--- src/rtl/mm_serial_pkg.sv ---
// mm_serial_pkg: shared constants and types for the serial result transmitter.
package mm_serial_pkg;
  localparam int VAL_W = 40;
  localparam int LEN_W = 6;
  localparam int DEPTH = 16;
  localparam int PTR_W = 4;
  typedef enum logic [1:0] {FILL, SEND_LEN, SEND_VAL} state_t;
  typedef struct packed {
    logic [LEN_W-1:0] len;
    logic [VAL_W-1:0] data;
  } entry_t;
endpackage

--- src/rtl/result_serial_tx_if.sv ---
// result_serial_tx_if: parallel result input plus one-bit serial output link.
interface result_serial_tx_if;
  import mm_serial_pkg::*;
  logic             in_valid;
  logic [VAL_W-1:0] in_data;
  logic             in_last;
  logic             in_ready;
  logic             out_valid;
  logic             out_value;
  logic             busy;
  modport master (output in_valid, in_data, in_last, input in_ready, out_valid, out_value, busy);
  modport slave  (input in_valid, in_data, in_last, output in_ready, out_valid, out_value, busy);
endinterface

--- src/rtl/bit_len_enc.sv ---
// bit_len_enc: index of the highest set bit plus one; zero encodes as length 1.
module bit_len_enc
  import mm_serial_pkg::*;
(
  input  logic [VAL_W-1:0] val,
  output logic [LEN_W-1:0] len
);
  always_comb begin
    len = LEN_W'(1);
    for (int i = 1; i < VAL_W; i++)
      if (val[i]) len = LEN_W'(i + 1);
  end
endmodule

--- src/rtl/result_serial_tx.sv ---
// result_serial_tx: buffers a group of results, then streams each as length + MSB-first value bits.
module result_serial_tx
  import mm_serial_pkg::*;
(
  input  logic              clk,
  input  logic              rst,
  result_serial_tx_if.slave bus
);
  entry_t           buf_q [DEPTH];
  entry_t           new_ent, nxt;
  state_t           state_q, state_d;
  logic [PTR_W-1:0] wr_ptr_q, wr_ptr_d, rd_ptr_q, rd_ptr_d;
  logic [LEN_W-1:0] cnt_q, cnt_d, new_len;
  logic             out_valid_q, out_valid_d, out_value_q, out_value_d, we;

  bit_len_enc u_enc (.val(bus.in_data), .len(new_len));

  assign new_ent       = '{len: new_len, data: bus.in_data};
  assign bus.in_ready  = state_q == FILL && !rst;
  assign bus.busy      = state_q != FILL;
  assign bus.out_valid = out_valid_q;
  assign bus.out_value = out_value_q;
  assign we            = bus.in_ready && bus.in_valid;

  always_comb begin
    state_d  = state_q;
    wr_ptr_d = wr_ptr_q;
    rd_ptr_d = rd_ptr_q;
    cnt_d    = cnt_q;
    case (state_q)
      FILL: if (we) begin
        wr_ptr_d = wr_ptr_q + PTR_W'(1);
        if (bus.in_last || wr_ptr_q == PTR_W'(DEPTH - 1)) begin
          state_d  = SEND_LEN;
          rd_ptr_d = '0;
          cnt_d    = LEN_W'(5);
        end
      end
      SEND_LEN: if (cnt_q == '0) begin
        state_d = SEND_VAL;
        cnt_d   = buf_q[rd_ptr_q].len - LEN_W'(1);
      end else cnt_d = cnt_q - LEN_W'(1);
      SEND_VAL: if (cnt_q != '0) cnt_d = cnt_q - LEN_W'(1);
      else if (rd_ptr_q == wr_ptr_q - PTR_W'(1)) begin
        state_d  = FILL;
        rd_ptr_d = '0;
        wr_ptr_d = '0;
      end else begin
        state_d  = SEND_LEN;
        rd_ptr_d = rd_ptr_q + PTR_W'(1);
        cnt_d    = LEN_W'(5);
      end
      default: state_d = FILL;
    endcase
    // the closing word of a one-word group is not in the buffer yet, so forward it
    nxt         = (state_q == FILL && wr_ptr_q == '0) ? new_ent : buf_q[rd_ptr_d];
    out_valid_d = state_d != FILL;
    out_value_d = state_d == SEND_LEN ? nxt.len[cnt_d[2:0]] :
                  state_d == SEND_VAL ? nxt.data[cnt_d] : 1'b0;
  end

  always_ff @(posedge clk) begin
    if (rst) begin
      state_q     <= FILL;
      wr_ptr_q    <= '0;
      rd_ptr_q    <= '0;
      cnt_q       <= '0;
      out_valid_q <= 1'b0;
      out_value_q <= 1'b0;
    end else begin
      state_q     <= state_d;
      wr_ptr_q    <= wr_ptr_d;
      rd_ptr_q    <= rd_ptr_d;
      cnt_q       <= cnt_d;
      out_valid_q <= out_valid_d;
      out_value_q <= out_value_d;
    end
  end

  always_ff @(posedge clk)
    if (we) buf_q[wr_ptr_q] <= new_ent;
endmodule

--- src/flat_wrapper.sv ---
// flat-port wrapper written by rule: the top's interface ports become plain ports
module result_serial_tx_flat import mm_serial_pkg::*;
  (clk, rst, bus_in_valid, bus_in_data, bus_in_last, bus_in_ready, bus_out_valid, bus_out_value, bus_busy);
  result_serial_tx_if bus_i ();
  input  logic clk;
  input  logic rst;
  input wire logic [$bits(bus_i.in_valid)-1:0] bus_in_valid;
  input wire logic [$bits(bus_i.in_data)-1:0] bus_in_data;
  input wire logic [$bits(bus_i.in_last)-1:0] bus_in_last;
  output wire logic [$bits(bus_i.in_ready)-1:0] bus_in_ready;
  output wire logic [$bits(bus_i.out_valid)-1:0] bus_out_valid;
  output wire logic [$bits(bus_i.out_value)-1:0] bus_out_value;
  output wire logic [$bits(bus_i.busy)-1:0] bus_busy;
  assign bus_i.in_valid = bus_in_valid;
  assign bus_i.in_data = bus_in_data;
  assign bus_i.in_last = bus_in_last;
  assign bus_in_ready = bus_i.in_ready;
  assign bus_out_valid = bus_i.out_valid;
  assign bus_out_value = bus_i.out_value;
  assign bus_busy = bus_i.busy;
  result_serial_tx u_core (.clk(clk), .rst(rst), .bus(bus_i));
endmodule
--- config.mk ---
export PLATFORM = sky130hd
export DESIGN_NAME = result_serial_tx_flat
export DESIGN_NICKNAME = d
export VERILOG_FILES = /design/src/rtl/mm_serial_pkg.sv /design/src/rtl/result_serial_tx_if.sv /design/src/rtl/bit_len_enc.sv /design/src/rtl/result_serial_tx.sv /design/src/flat_wrapper.sv
export SDC_FILE = /design/constraint.sdc
export NUM_CORES = 1
export LEC_CHECK = 0
export ABC_CLOCK_PERIOD_IN_PS = 3800
export BUFFER_PORTS_ARGS = -buffer_cell sky130_fd_sc_hd__buf_2
export CELL_PAD_IN_SITES_DETAIL_PLACEMENT = 1
export CELL_PAD_IN_SITES_GLOBAL_PLACEMENT = 2
export CORE_UTILIZATION = 42
export CTS_BUF_LIST = sky130_fd_sc_hd__clkbuf_8
export CTS_CLUSTER_DIAMETER = 120
export CTS_CLUSTER_SIZE = 20
export DETAILED_ROUTE_END_ITERATION = 16
export PLACE_DENSITY_LB_ADDON = 0.2
export SLEW_MARGIN = 40
export SYNTH_ARGS = -nofsm -noshare
export SYNTH_HDL_FRONTEND = slang
export SYNTH_HIERARCHICAL = 1
export SYNTH_SLANG_ARGS = --single-unit
export TNS_END_PERCENT = 20
--- constraint.sdc ---
create_clock -name clk -period 3.8 [get_ports clk]
set_input_delay 0.38 -clock clk [delete_from_list [all_inputs] [get_ports clk]]
set_output_delay 0.38 -clock clk [all_outputs]
set_load 0.05 [all_outputs]
==> Word-level counts from Yosys, hierarchy flattened <==
Memories as Yosys holds them, arrays and structs flattened. A register that Yosys moved wholly into a read port is not among the register bits.
Cells that the tools add are included.
{ "totals": {"ff_bits": 18, "ramBits": 736, "output_inout_bits": 4, "elab_cells": 106, "n_memories": 1} }
{ "mem_list": {"columns": ["name", "words", "width", "rd", "rd_clocked_by_memory_dff", "wr", "line", "text"], "rows": [
  ["u_core.buf_q", 16, 46, 2, 1, 1, "result_serial_tx.sv:9", "entry_t buf_q [DEPTH];"]
]} }
{ "classes": {"add_sub_neg": 5, "magnitude_cmp": 2, "n_eq_ne": 9, "mux": 70, "n_reduce_logical": 13} }
{ "op_table": {"columns": ["op", "n"], "rows": [
  ["6-bit 2-to-1 mux", 43],
  ["46-bit 2-to-1 mux", 1],
  ["4-bit 2-to-1 mux", 8],
  ["6-bit one-hot mux with 3 select lines", 1],
  ["4-bit one-hot mux with 2 select lines", 2],
  ["6-bit by 1-bit subtractor with 6-bit output, second input constant", 2],
  ["2-bit 2-to-1 mux", 5],
  ["4-bit by 1-bit adder with 4-bit output, second input constant", 2],
  ["6-bit by 7-bit less-than comparator with 1-bit output, second input constant", 1],
  ["1-bit 2-to-1 mux", 7],
  ["1-bit binary-select mux with 6-bit select", 1],
  ["6-bit logical NOT", 1],
  ["2-bit one-hot mux with 3 select lines", 1],
  ["2-bit nonzero test", 3],
  ["6-bit nonzero test", 1],
  ["2-bit by 1-bit equality test with 1-bit output, second input constant", 2],
  ["2-bit equality test, second input constant", 2],
  ["4-bit equality test", 1],
  ["4-bit equality test, second input constant", 1],
  ["4-bit logical NOT", 1],
  ["3-bit by 4-bit less-than comparator with 1-bit output, second input constant", 1],
  ["2-bit by 1-bit inequality test with 1-bit output, second input constant", 2],
  ["4-bit AND reduction", 1],
  ["4-bit by 1-bit subtractor with 4-bit output, second input constant", 1],
  ["6 further kinds", 8]
]} }

==> Depth between registers and ports, before layout <==
Gate-level depths: netlist (run 1).
{ "depth": {"ltp_word": 44, "depth_mapped": 19} }

==> By module <==
Netlist (run 1), hierarchy kept.
{ "by_module_without_submodules": {"columns": ["mod", "n_inst", "cells_each", "area_each_um2"], "rows": [
  ["result_serial_tx", 1, 2387, 31672.9],
  ["bit_len_enc", 1, 83, 465.4]
]} }

==> Worst setup path before layout (run 1) <==
No wires, ideal clock.
{ "synth_path": {"path_type": "flip-flop to flip-flop", "from": "register u_core.rd_ptr_q[1]", "to": "register u_core.out_value_q, in the netlist u_core/bus.out_value", "t_arrival_ns": 3.764, "setup_slack_ns": -0.082, "stages_incl_launch_ff": 17, "n_path_buf": 2, "period_less_slack_ns": 3.882, "path_cell_list": "dfxtp_1 -> buf_2 -> clkbuf_1 -> mux4_2 -> mux4_2 -> inv_1 -> ha_1 -> nand3_1 -> a41o_1 -> a221oi_2 -> nand2_1 -> a31oi_1 -> a31oi_1 -> o2111a_1 -> o31ai_1 -> a211oi_1 -> a32o_2"} }
{ "synth_via": {"elab_chain_cells": 10, "word_cells_on_any_way": 23, "cone_classes": "add/sub (1); eq/ne (3); mux (18); memory (1)"} }
{ "synth_lines": {"columns": ["element", "line", "text"], "rows": [
  ["start: declaration", "result_serial_tx.sv:12", "logic [PTR_W-1:0] wr_ptr_q, wr_ptr_d, rd_ptr_q, rd_ptr_d;"],
  ["start signal: assignment", "result_serial_tx.sv:73", "rd_ptr_q <= rd_ptr_d;"],
  ["4-bit by 1-bit adder with 4-bit output or 4-bit equality test (tied branches)", "result_serial_tx.sv:50, result_serial_tx.sv:44", null],
  ["4-bit 2-to-1 mux", "result_serial_tx.sv:44", "else if (rd_ptr_q == wr_ptr_q - PTR_W'(1)) begin"],
  ["4-bit 2-to-1 mux", "result_serial_tx.sv:43", "SEND_VAL: if (cnt_q != '0) cnt_d = cnt_q - LEN_W'(1);"],
  ["4-bit one-hot mux with 2 select lines", "result_serial_tx.sv:30", "case (state_q)"],
  ["memory read 16 x 46 bit", null, null],
  ["46-bit 2-to-1 mux", "result_serial_tx.sv:56", "nxt = (state_q == FILL && wr_ptr_q == '0) ? new_ent : buf_q[rd_ptr_d];"],
  ["1-bit binary-select mux with 6-bit select", "result_serial_tx.sv:59", "state_d == SEND_VAL ? nxt.data[cnt_d] : 1'b0;"],
  ["1-bit 2-to-1 mux (implied by the code)", "result_serial_tx.sv:59", null],
  ["1-bit 2-to-1 mux", "result_serial_tx.sv:59", null],
  ["1-bit 2-to-1 mux *", "result_serial_tx.sv:58", "out_value_d = state_d == SEND_LEN ? nxt.len[cnt_d[2:0]] :"],
  ["end signal: assignment", "result_serial_tx.sv:76", "out_value_q <= out_value_d;"],
  ["end: declaration", "result_serial_tx.sv:14", "logic out_valid_q, out_valid_d, out_value_q, out_value_d, we;"]
]} }
Every way passes the cells marked *; elsewhere a longest branch is shown, timed or not. The select of a mux whose other input is x is not followed.
A chain may end at the register's enable or synchronous reset.

==> Final worst setup path (run 1) <==
{ "layout_path": {"from": "register u_core.wr_ptr_q[0]", "to": "register u_core.out_value_q, in the netlist u_core/bus.out_value"} }
{ "layout_via": {"elab_chain_cells": 11, "word_cells_on_any_way": 31, "cone_classes": "add/sub (1); eq/ne (4); mux (22); reduce/logical (3); memory (1)"} }
{ "layout_lines": {"columns": ["element", "line", "text"], "rows": [
  ["start: declaration", "result_serial_tx.sv:12", null],
  ["start signal: assignment", "result_serial_tx.sv:72", "wr_ptr_q <= wr_ptr_d;"],
  ["4-bit by 1-bit subtractor with 4-bit output or 4-bit equality test (tied branches)", "result_serial_tx.sv:44, result_serial_tx.sv:33", null],
  ["4-bit equality test or 1-bit logical OR (tied branches)", "result_serial_tx.sv:44, result_serial_tx.sv:33", null],
  ["4-bit 2-to-1 mux (on tied branches)", "result_serial_tx.sv:44, result_serial_tx.sv:33", null],
  ["4-bit 2-to-1 mux (on tied branches)", "result_serial_tx.sv:43, result_serial_tx.sv:31", null],
  ["4-bit one-hot mux with 2 select lines", "result_serial_tx.sv:30", null],
  ["memory read 16 x 46 bit", null, null],
  ["46-bit 2-to-1 mux", "result_serial_tx.sv:56", null],
  ["1-bit binary-select mux with 6-bit select", "result_serial_tx.sv:59", null],
  ["1-bit 2-to-1 mux (implied by the code)", "result_serial_tx.sv:59", null],
  ["1-bit 2-to-1 mux", "result_serial_tx.sv:59", null],
  ["1-bit 2-to-1 mux *", "result_serial_tx.sv:58", null]
]} }
Marks and branches as above.

==> results.yml, run 1 <==
sta:
  min_period_ns: 3.95
  drv_slew: 0
  final_hold_viol_count: 0
  rsz0062_at_grt: "yes"
  worst_pin_slew_ns: 0.782
  min_period_over_period_pct: 104
  clock_skew_ns: 0.0300
  setup_violations: 1
  fmax_mhz: 253
  relSlewSlack_pct: 47.8
  layout_setup_ws_ns: -0.152
placed_design:
  place_congestion: 0.907
  dp.final_hpwl_um: 76100
  port_buffers: 47
  pre_cts_slack_ns: -0.872
  placed_cells: 3685
setup_path:
  path_max_fanout: 5
  reg2reg_to: "u_core/bus.out_value"
  crit_path_start_kind: "register"
  required_ns: 4.40
  crit_arrival_ns: 4.56
  worstRegToRegCells: 17
  cp-end-kind: "register"
  path_class: "register to register"
  rr_startpoint: "u_core/wr_ptr_q[0]"
  regToRegSetupSlack_ns: -0.15
routing:
  drt-initial-drc-count: 2082
  drt-vias-per-instance: 6.08
  vias: 23090
  antenna_left: 0
  routedWlPerCell_um: 30.8
  dr.pass1.iters: 5
  drc: 0
  finalWirelength_um: 117000
final_layout:
  fillers: 7677
  final_cells: 3797
  syn2layout_area_growth_pct: 19.1
  final_nets: 2851
  drive_gt1_share_pct: 23.4
global_route:
  grt_max_degree: 47
  grt_pass1_wl_um: 167000
  antenna_found_initial: 7
  grt_use_met3_pct: 3.51
  use_met1_pct: 41.6
  grt_pass1_vias: 23292
  grt_busiest_layer: "met2"
  grtUsageMet2_pct: 49.6
  grt-ovfl-total: 0
  grtUsageTotal_pct: 29.8
pwr:
  p_int_mw: 11.2
  p_switching_mw: 3.90
  clkPwrFrac_pct: 24.8
  power.leakage_nw: 13.3
  power_frac_comb_pct: 14.4
  swShare_pct: 25.8
  power-per-cell-area_nw_per_um2: 395
  vdd.ir_drop.worst_mv: 0.268
  seqPwrFrac_pct: 60.8
min_path:
  hold-path-endpoint: "u_core/buf_q[3][0]"
  hold_class: "input pin to register"
  hold_depth: 1
  hold_start: "bus_in_data[0]"
flow_run:
  maxCapViolations: 0
clock_tree:
  cts_made_buffers: 43
  cts_buffer_depth: 3
  htree_levels: 2
  cts_sinks: 754
  cts_root_buffer: "clkbuf_8"
  clk_pin_slew_worst_paths_ns: 0.14
  cts_tree: "done"
  clk_latency_ns: 0.71
  ctsHoldBuffers: 0
floorplanning:
  coreArea_sq_um: 75800
  rows: 101
  ios: 48
  start_util_pct: 42.4
  die_h_um: 279
  die_area_sq_um: 77600
  die_w_um: 279
yosys:
  synth_cells: 2470
  ys_seq_area_share_pct: 69.9
  ys_async_sr_fraction_pct: 0
  synth_edf_count: 736
  syn_area_sq_um: 32100
  synth_area_per_cell_sq_um: 13.0
  synth_nets: 2522
  yosysUniqueCellTypes: 92
  synth-seq-cells: 754
  synth_flop_cell: "edfxtp_1"
  ys_warn_count: 6
status:
  status: "finished with violations"
  failed_checks: "setup timing"
-- Yosys cell counts (6+ instances only) --
cell type,number,area [sq um]
nand2_1,628,2360
buf_4,14,105
edfxtp_1,736,22100
o22ai_1,14,87.6
a21oi_1,51,255
or3_1,6,37.5
a211oi_1,35,263
nand3_1,228,1140
nand4_1,20,125
o211ai_1,7,52.6
o21ai_0,20,100
a31oi_1,73,457
nor2_1,69,259
o31ai_1,9,67.6
ha_1,8,100
clkbuf_1,36,135
o21a_1,6,45.0
mux4_1,6,158
buf_1,9,33.8
xor2_1,7,61.3
a22oi_1,6,45.0
a32oi_1,14,123
a311oi_1,29,254
and2_1,15,93.8
nor3_1,26,130
nor4_1,9,56.3
a221oi_1,13,114
o21ai_1,7,35.0
buf_6,10,113
and3_1,81,507
dfxtp_1,18,360
mux4_2,17,383
buf_2,80,400
mux2i_1,57,571
inv_1,18,67.6
-- critical path: stages, from the launching register on --
cell and delay, ns:
dfxtp_2 0.37, buf_6 0.13, buf_6 0.12, nor3_4 0.28, xnor2_4 0.16, o311ai_4 0.58
nand2_8 0.10, buf_12 0.18, buf_4 0.15, a211oi_2 0.22, a31oi_1 0.11, a21oi_2 0.25
a31oi_4 0.13, buf_4 0.15, or3_1 0.35, a211oi_2 0.22, o32ai_2 0.11, a32o_2 0.23
-- power by group through the flow --
| stage | sequential (mW) | combinational [mW] | clock (mW) |
|---|---|---|---|
| floorplan | 9.40 | 0.834 | 0 |
| global placement | 9.38 | 1.86 | 0 |
| detailed placement | 9.38 | 1.89 | 0 |
| CTS | 9.20 | 2.08 | 3.81 |
| global route | 9.20 | 2.28 | 4.04 |
| finish | 9.20 | 2.18 | 3.75 |
-- how the worst max path moves through the flow --
| stage | endpoint | start | slack, ns |
|---|---|---|---|
| after floorplan | u_core/bus.out_value | u_core/rd_ptr_q[0] | 0.006 |
| after global placement | u_core/bus.out_value | u_core/wr_ptr_q[0] | -0.85 |
| after detailed placement | u_core/bus.out_value | u_core/wr_ptr_q[1] | -0.87 |
| after CTS | u_core/bus.out_value | u_core/wr_ptr_q[1] | -0.03 |
| after global routing | u_core/bus.out_value | u_core/wr_ptr_q[0] | -0.27 |
| final | u_core/bus.out_value | u_core/wr_ptr_q[0] | -0.15 |
-- flip-flops by register name (all words and copies together) (netlist names) --
register              count
u_core/buf_q            736
u_core/bus.out_value      1
u_core/cnt_q              6
u_core/wr_ptr_q           4
u_core/rd_ptr_q           4
u_core/state_q            2
u_core/bus.out_valid      1
-- logic make-up (layout without fill, tap and decap cells) --
| family | after synthesis | in the layout | synth area share (%) |
|---|---|---|---|
| AOI/OAI and AO/OA | 332 | 332 | 7.50 |
| buffers and inverters | 168 | 514 | 2.72 |
| muxes | 82 | 82 | 3.53 |
| DFF | 754 | 754 | 69.9 |
| adders and majority gates | 8 | 8 | 0.311 |
| and+or+nand+nor | 1112 | 1112 | 15.6 |
| xor gates and xnor gates | 14 | 14 | 0.487 |
| other | 0 | 3 | 0 |
-- final cells by class --
cell class                 instances  area [sq um]  area share (%)
antenna                            3          7.51          0.0196
clock buffer                      46           633            1.65
clock inverter                    16          93.8           0.245
inverter                          18          67.6           0.177
multi-input combinational       1548          9680            25.3
sequential                       754         22500            58.7
tap                              978          1220            3.20
timing repair buffer             434          4090            10.7
-- cell usage in the layout, fill, tap and decap left out, types with 6 or more instances in the layout --
cell type,instances
and2_4,9
buf_6,18
a32oi_1,13
edfxtp_1,736
nor4_1,6
o22ai_1,10
a31oi_2,6
inv_1,29
nor2_1,63
and3_4,9
and2_1,6
nand2_1,622
a31oi_1,65
nand3_1,223
nor3_1,21
a21oi_1,47
a311oi_1,22
a221oi_1,9
nand2_2,6
o211ai_1,7
and3_1,72
mux4_2,18
a211oi_2,16
buf_2,47
o21ai_0,16
nand4_1,20
mux2i_1,55
clkbuf_8,46
dfxtp_1,13
a211oi_1,20
buf_4,303
o31ai_1,7
buf_12,57
o21ai_1,7
-- through the flow --
stage                     instance area, sq um  utilization, %  total power, mW  hold WS [ns]  setup TNS (ns)
after floorplan                          32200               -             10.2         0.479               0
after global routing                     38300            50.5             15.5        0.0137          -0.267
final                                    38300            50.5             15.1        0.0418          -0.152
after CTS                                37800            49.9             15.1       0.00194         -0.0273
after global placement                   36200            47.7             11.2         0.628          -0.854
after detailed placement                 36200            47.7             11.3         0.649          -0.872
-- what timing repair did --
action / 4_1_cts / 5_1_grt
setup endpoints to repair: 1 / 1
setup buffers: 29 / 14
resized for setup: 124 / 47
pin swaps: 37 / 36
cloned: 3 / 2
-- routing by layer --
metal | part of all wire (%) | wire length, um | vias to the layer above
met1 | 43 | 50100 | 12217
li1 | - | - | 9934
met5 | 0.027 | 31 | -
met3 | 5.7 | 6650 | 164
met4 | 2.6 | 3040 | 4
met2 | 49 | 57000 | 771
(Power assumes the default switching activity.)
==> run 2: changes to the inputs <==
- ABC_AREA: unset -> 1
- CORE_UTILIZATION: 42 -> 40
==> run 2 against run 1 <==
  * The run now ends clean
  * Sequential power about the same
  * Die area up 8.6%
  * Core utilization down 5.3 points
  * Largest power group unchanged
  * Critical path type unchanged
==> results.yml, run 2 <==
routing:
  drt-initial-drc-count: 1996
  drt-vias-per-instance: 5.83
  finalWirelength_um: 115000
  routedWlPerCell_um: 27.2
  dr.pass1.iters: 5
  antenna_left: 0
  drc: 0
  vias: 24614
min_path:
  hold_class: "input pin to register"
clock_tree:
  cts_made_buffers: 43
  cts_root_buffer: "clkbuf_8"
  ctsHoldBuffers: 0
  cts_buffer_depth: 3
  htree_levels: 2
  clk_pin_slew_worst_paths_ns: 0.14
  clk_latency_ns: 0.70
  cts_sinks: 754
  cts_tree: "done"
setup_path:
  cp-end-kind: "register"
  path_class: "register to register"
  required_ns: 4.44
  cp_slowest_stage_delay_ns: 0.35
  crit_arrival_ns: 4.22
  cp_common_cell: "nand3_1"
  cp_slowest_cell: "dfxtp_2"
  crit_path_start_kind: "register"
  path_max_fanout: 13
  crit_path_cell_trace: "buf_4 > ha_1 > inv_1 > nor2_1 > o21ai_2 > buf_4 > o21ai_0 > inv_1 > nand2_8 > buf_12 > clkinv_16 > buf_16 > buf_6 > o21ai_0 > o221ai_1 > o211ai_1 > nand3_1 > nand3_1 > nand3_1 > nand3_1 > nand2_2 > nand2_1 > a21oi_1"
placed_design:
  place_congestion: 0.855
  pre_cts_slack_ns: 0.0166
  dp.final_hpwl_um: 62900
  dpl_cell_area_sq_um: 35600
  port_buffers: 47
  placed_cells: 4126
sta:
  min_period_over_period_pct: 94.2
  rsz0062_at_grt: "no"
  min_period_ns: 3.58
  drv_slew: 0
  relSlewSlack_pct: 42.9
  setup_violations: 0
  holdWs_ns: 0.0549
  clock_skew_ns: 0.0335
  worst_pin_slew_ns: 0.854
  final_hold_viol_count: 0
  fmax_mhz: 279
  tns_ns: 0
  layout_setup_ws_ns: 0.221
yosys:
  synth_largest_area_cell: "edfxtp_1"
  ys_warn_count: 6
  synth_area_per_cell_sq_um: 10.8
  ys_seq_area_share_pct: 67.5
  syn_area_sq_um: 33300
  synth_nets: 3118
  yosysUniqueCellTypes: 47
  ys_async_sr_fraction_pct: 0
  synth_flop_cell: "edfxtp_1"
  synth-seq-cells: 754
  synth_edf_count: 736
  netlist.area_leader.share_pct: 66.4
  netlist_top_cells_area: "edfxtp_1, nand3_1, nand2_1"
  synth_cells: 3066
  netlist_top_cells_count: "nand2_1, nand3_1, edfxtp_1"
final_layout:
  final_common_cell: "nand3_1"
  largest_register: "u_core/buf_q"
  final_cell_mix: "nand3_1, nand2_1, edfxtp_1"
  final_nets: 3185
  reg_top3: "u_core/buf_q (736), u_core/cnt_q (6)"
  final_cells: 4224
  drive_gt1_share_pct: 11.3
  final_cell_area_sq_um: 37100
  largest_reg_flops: 736
  syn2layout_area_growth_pct: 11.6
global_route:
  grt_pass1_wl_um: 165000
  antenna_found_initial: 7
  grt-ovfl-total: 0
  grtUsageTotal_pct: 26.2
  grt_max_degree: 98
  grt_pass1_vias: 24801
floorplanning:
  ios: 48
  die_h_um: 290
  coreArea_sq_um: 82200
  start_util_pct: 40.4
  die_area_sq_um: 84300
  rows: 105
  die_w_um: 290
status:
  status: "completed"
pwr:
  vdd.ir_drop.worst_mv: 0.274
  power-per-cell-area_nw_per_um2: 441
  power.leakage_nw: 13.3
flow_run:
  maxCapViolations: 0
## run 2: cell count changes in the layout (fill, tap and decap cells not counted), sizes merged, moves of 73 or more
cell,delta
and3,-81
inv,+130
o21ai,+77
nand3,+543
nand2,+148
a31oi,-73
buf,-228
## run 2: final timing paths
path | from | to | slack [ns] | depth (start not counted)
min | bus_in_valid | u_core/wr_ptr_q[0] | 0.05 | 4
max reg2reg | u_core/wr_ptr_q[0] | u_core/bus.out_value | 0.22 | 23
max | u_core/wr_ptr_q[0] | u_core/bus.out_value | 0.22 | 23
min reg2reg | u_core/wr_ptr_q[0] | u_core/wr_ptr_q[0] | 0.63 | 2
## run 2: routing by layer
layer | wire (um) | global-route usage [%] | vias up | share of wire (%)
met4 | 2590 | 6.19 | 4 | 2.3
met5 | 16 | 0 | - | 0.014
li1 | - | - | 10926 | -
met2 | 56800 | 45.5 | 723 | 49
met3 | 5740 | 2.19 | 140 | 5.0
met1 | 49700 | 35.7 | 12821 | 43
## run 2: report_power, final
| part | leakage [nW] | internal [mW] | switching (mW) | total (mW) |
|---|---|---|---|---|
| Combinational | 6.06 | 1.13 | 2.37 | 3.49 |
| Clock | 0.405 | 1.08 | 2.59 | 3.67 |
| Sequential | 6.84 | 9.18 | 0.0366 | 9.22 |
| Total | 13.3 | 11.4 | 4.99 | 16.4 |
## run 2: worst max-delay path: cells and delay by family (launching register included)
kind                       cells  cell delay (ns)
buffers and inverters          8             1.18
AOI/OAI and AO/OA              6             0.96
and+or+nand+nor                8             0.76
DFF                            1             0.35
adders and majority gates      1             0.23
## run 2: kinds of logic after synthesis
| family | Yosys count | synth area share, % |
|---|---|---|
| xor gates and xnor gates | 4 | 0.105 |
| DFF | 754 | 67.5 |
| AOI/OAI and AO/OA | 239 | 4.21 |
| buffers and inverters | 353 | 5.09 |
| and+or+nand+nor | 1708 | 22.8 |
| adders and majority gates | 8 | 0.301 |
## run 2: repair_timing
action,CTS,global route
gates resized for setup,5,52
setup endpoints to repair,1,1
pin swaps,0,12
gates cloned,1,15
setup buffers,0,16
## run 2: layout make-up
cell class / count / area, sq um
diodes: 4 / 10.0
clock buffers: 44 / 606
clock inverters: 18 / 81.3
fillers: 8866 / 45100
inverters: 158 / 724
multi-input cells: 1959 / 9340
flip-flops and latches: 754 / 22500
well taps: 1070 / 1340
repair buffers: 215 / 2540
repair inverters: 2 / 22.5
## run 2: stage by stage
step                      utilization [%]  total power [mW]
after detailed placement             43.3              12.6
after CTS                            44.2              16.2
after global routing                 45.1              17.0
after floorplan                         -              11.3
after global placement               43.3              12.5
final                                45.1              16.4
==> run 3: changes to the inputs <==
- PLACE_DENSITY: unset -> 0.89
- PLACE_DENSITY_LB_ADDON: 0.2 -> unset
==> run 3 against run 2 <==
  * Clock skew increased by 0.017 ns
  * Largest cell class unchanged
  * Combinational power shrank 2%
  * Critical path type unchanged
  * Worst hold slack improved by 0.015 ns
==> results.yml, run 3 (synthesis gave the netlist of run 2 again) <==
setup_path:
  crit_arrival_ns: 4.35
  required_ns: 4.45
  reg2reg_to: "u_core/bus.out_value"
  crit_start: "u_core/cnt_q[0]"
  crit_path_start_kind: "register"
  cp-end-kind: "register"
  crit_end: "u_core/bus.out_value"
  worstRegToRegCells: 26
  regToRegSetupSlack_ns: 0.1
  rr_startpoint: "u_core/cnt_q[0]"
  path_max_fanout: 14
  path_class: "register to register"
sta:
  drv_slew: 0
  min_period_over_period_pct: 97.5
  clock_skew_ns: 0.0508
  setup_violations: 0
  final_hold_viol_count: 0
  tns_ns: 0
  fmax_mhz: 270
  relSlewSlack_pct: 38.7
  min_period_ns: 3.70
  worst_pin_slew_ns: 0.919
global_route:
  grtUsageTotal_pct: 25.1
  antenna_found_initial: 8
  grt_pass1_wl_um: 160000
  grt-ovfl-total: 0
  grt_pass1_vias: 25638
  grt_max_degree: 98
clock_tree:
  cts_sinks: 754
  clk_latency_ns: 0.71
  htree_levels: 2
  clk_pin_slew_worst_paths_ns: 0.14
  cts_made_buffers: 43
  cts_buffer_depth: 3
  cts_root_buffer: "clkbuf_8"
  cts_tree: "done"
pwr:
  power.total_mw: 16.3
  power-per-cell-area_nw_per_um2: 440
  power.leakage_nw: 13.2
  vdd.ir_drop.worst_mv: 0.403
placed_design:
  dp.final_hpwl_um: 62500
  place_congestion: 0.891
  port_buffers: 47
routing:
  finalWirelength_um: 111000
  vias: 24947
  dr.pass1.iters: 8
  drc: 0
  antenna_left: 0
  routedWlPerCell_um: 26.3
  drt-vias-per-instance: 5.92
  drt-initial-drc-count: 2444
flow_run:
  maxCapViolations: 0
status:
  status: "completed"
final_layout:
  syn2layout_area_growth_pct: 11.0
  largest_register: "u_core/buf_q"
  final_common_cell: "nand3_1"
  largest_reg_flops: 736
  drive_gt1_share_pct: 10.7
  final_nets: 3171
  reg_top3: "u_core/buf_q (736), u_core/cnt_q (6)"
  final_cell_mix: "nand3_1, nand2_1, edfxtp_1"
floorplanning:
  coreArea_sq_um: 82200
  ios: 48
  die_w_um: 290
  rows: 105
  start_util_pct: 40.4
  die_area_sq_um: 84300
  die_h_um: 290
min_path:
  hold_class: "input pin to register"
==> run 3: cell count changes in the layout (fill, tap and decap cells not counted), sizes merged <==
| cell | previous run | this run |
|---|---|---|
| buf | 201 | 186 |
| bufbuf | 1 | 0 |
| clkinvlp | 3 | 4 |
| diode | 4 | 5 |
| dlygate4sd3 | 0 | 2 |
==> run 3: worst min path at each step <==
stage                                end  cells after the start  slack, ns          startpoint
floorplan           u_core/bus.out_value                      1       0.45                 rst
global placement      u_core/wr_ptr_q[3]                      2       0.61  u_core/wr_ptr_q[3]
detailed placement    u_core/wr_ptr_q[3]                      2       0.62  u_core/wr_ptr_q[3]
CTS                  u_core/buf_q[5][33]                      1       0.02     bus_in_data[33]
global route         u_core/buf_q[13][0]                      1       0.04      bus_in_data[0]
finish               u_core/buf_q[12][0]                      1       0.07      bus_in_data[0]
==> run 3: power by group <==
part / total [mW] / internal, mW / switching (mW) / leakage (nW)
sequential: 9.22 / 9.18 / 0.0398 / 6.84
combinational: 3.43 / 1.12 / 2.31 / 5.99
clock: 3.60 / 1.06 / 2.54 / 0.399
==> run 3: cell type report <==
class	instances	area [sq um]
Multi-Input combinational cell	1959	9330
Clock buffer	43	592
Clock inverter	20	91.3
Tap cell	1070	1340
Inverter	158	706
Sequential cell	754	22500
Timing Repair Buffer	202	2370
Antenna cell	5	12.5
Timing Repair inverter	1	8.76
Fill cell	8944	45300
==> run 3: timing repair <==
| action | 4_1_cts | 5_1_grt |
|---|---|---|
| hold buffers | 2 | 0 |
| buffers inserted | 0 | 17 |
| endpoints found under the hold margin | 4 | 0 |
| endpoints found under the setup margin | 1 | 1 |
| cloned | 1 | 14 |
| gates resized for setup | 5 | 62 |
| pin swaps | 0 | 7 |
==> run 3: worst max-delay path: stages, from the launching register on <==
cell and delay, ns:
dfxtp_1 0.35, inv_1 0.10, ha_2 0.21, nand3_2 0.13, nor3_4 0.31, buf_4 0.17
nand4_2 0.16, nand2_1 0.10, nand2_1 0.08, nand2_4 0.18, clkinv_8 0.09, buf_6 0.17
buf_12 0.14, clkbuf_16 0.17, nand3_1 0.09, nand3_1 0.07, nand3_1 0.14, nand3_1 0.14
nand2_1 0.12, nand3_1 0.09, nand3_1 0.12, nand2_1 0.09, nand2_1 0.06, nand3_1 0.08
nand2_1 0.06, nand2_1 0.06, a21oi_1 0.14
==> run 3: through the flow <==
| step | utilization (%) | cells | instance area [sq um] | hold WS, ns | setup slack [ns] |
|---|---|---|---|---|---|
| 4_1_cts | 43.9 | 4176 | 36100 | 0.0208 | 0.00686 |
| 3_5_place_dp | 43.0 | 4110 | 35300 | 0.620 | -0.0843 |
| 5_1_grt | 44.9 | 4212 | 36900 | 0.0441 | -0.0940 |
| 2_1_floorplan | - | 3066 | 33300 | 0.449 | -0.0463 |
| 6_report | 44.9 | 4212 | 36900 | 0.0697 | 0.0961 |
| 3_3_place_gp | 42.9 | 4108 | 35300 | 0.607 | 0.00914 |
==> run 3: layer usage <==
metal	up-vias	GRT usage, %	wire [um]
li1	10879	-	-
met1	12826	32.5	44800
met2	989	43.1	54300
met3	247	2.94	7380
met4	6	9.57	4300
met5	-	0	30
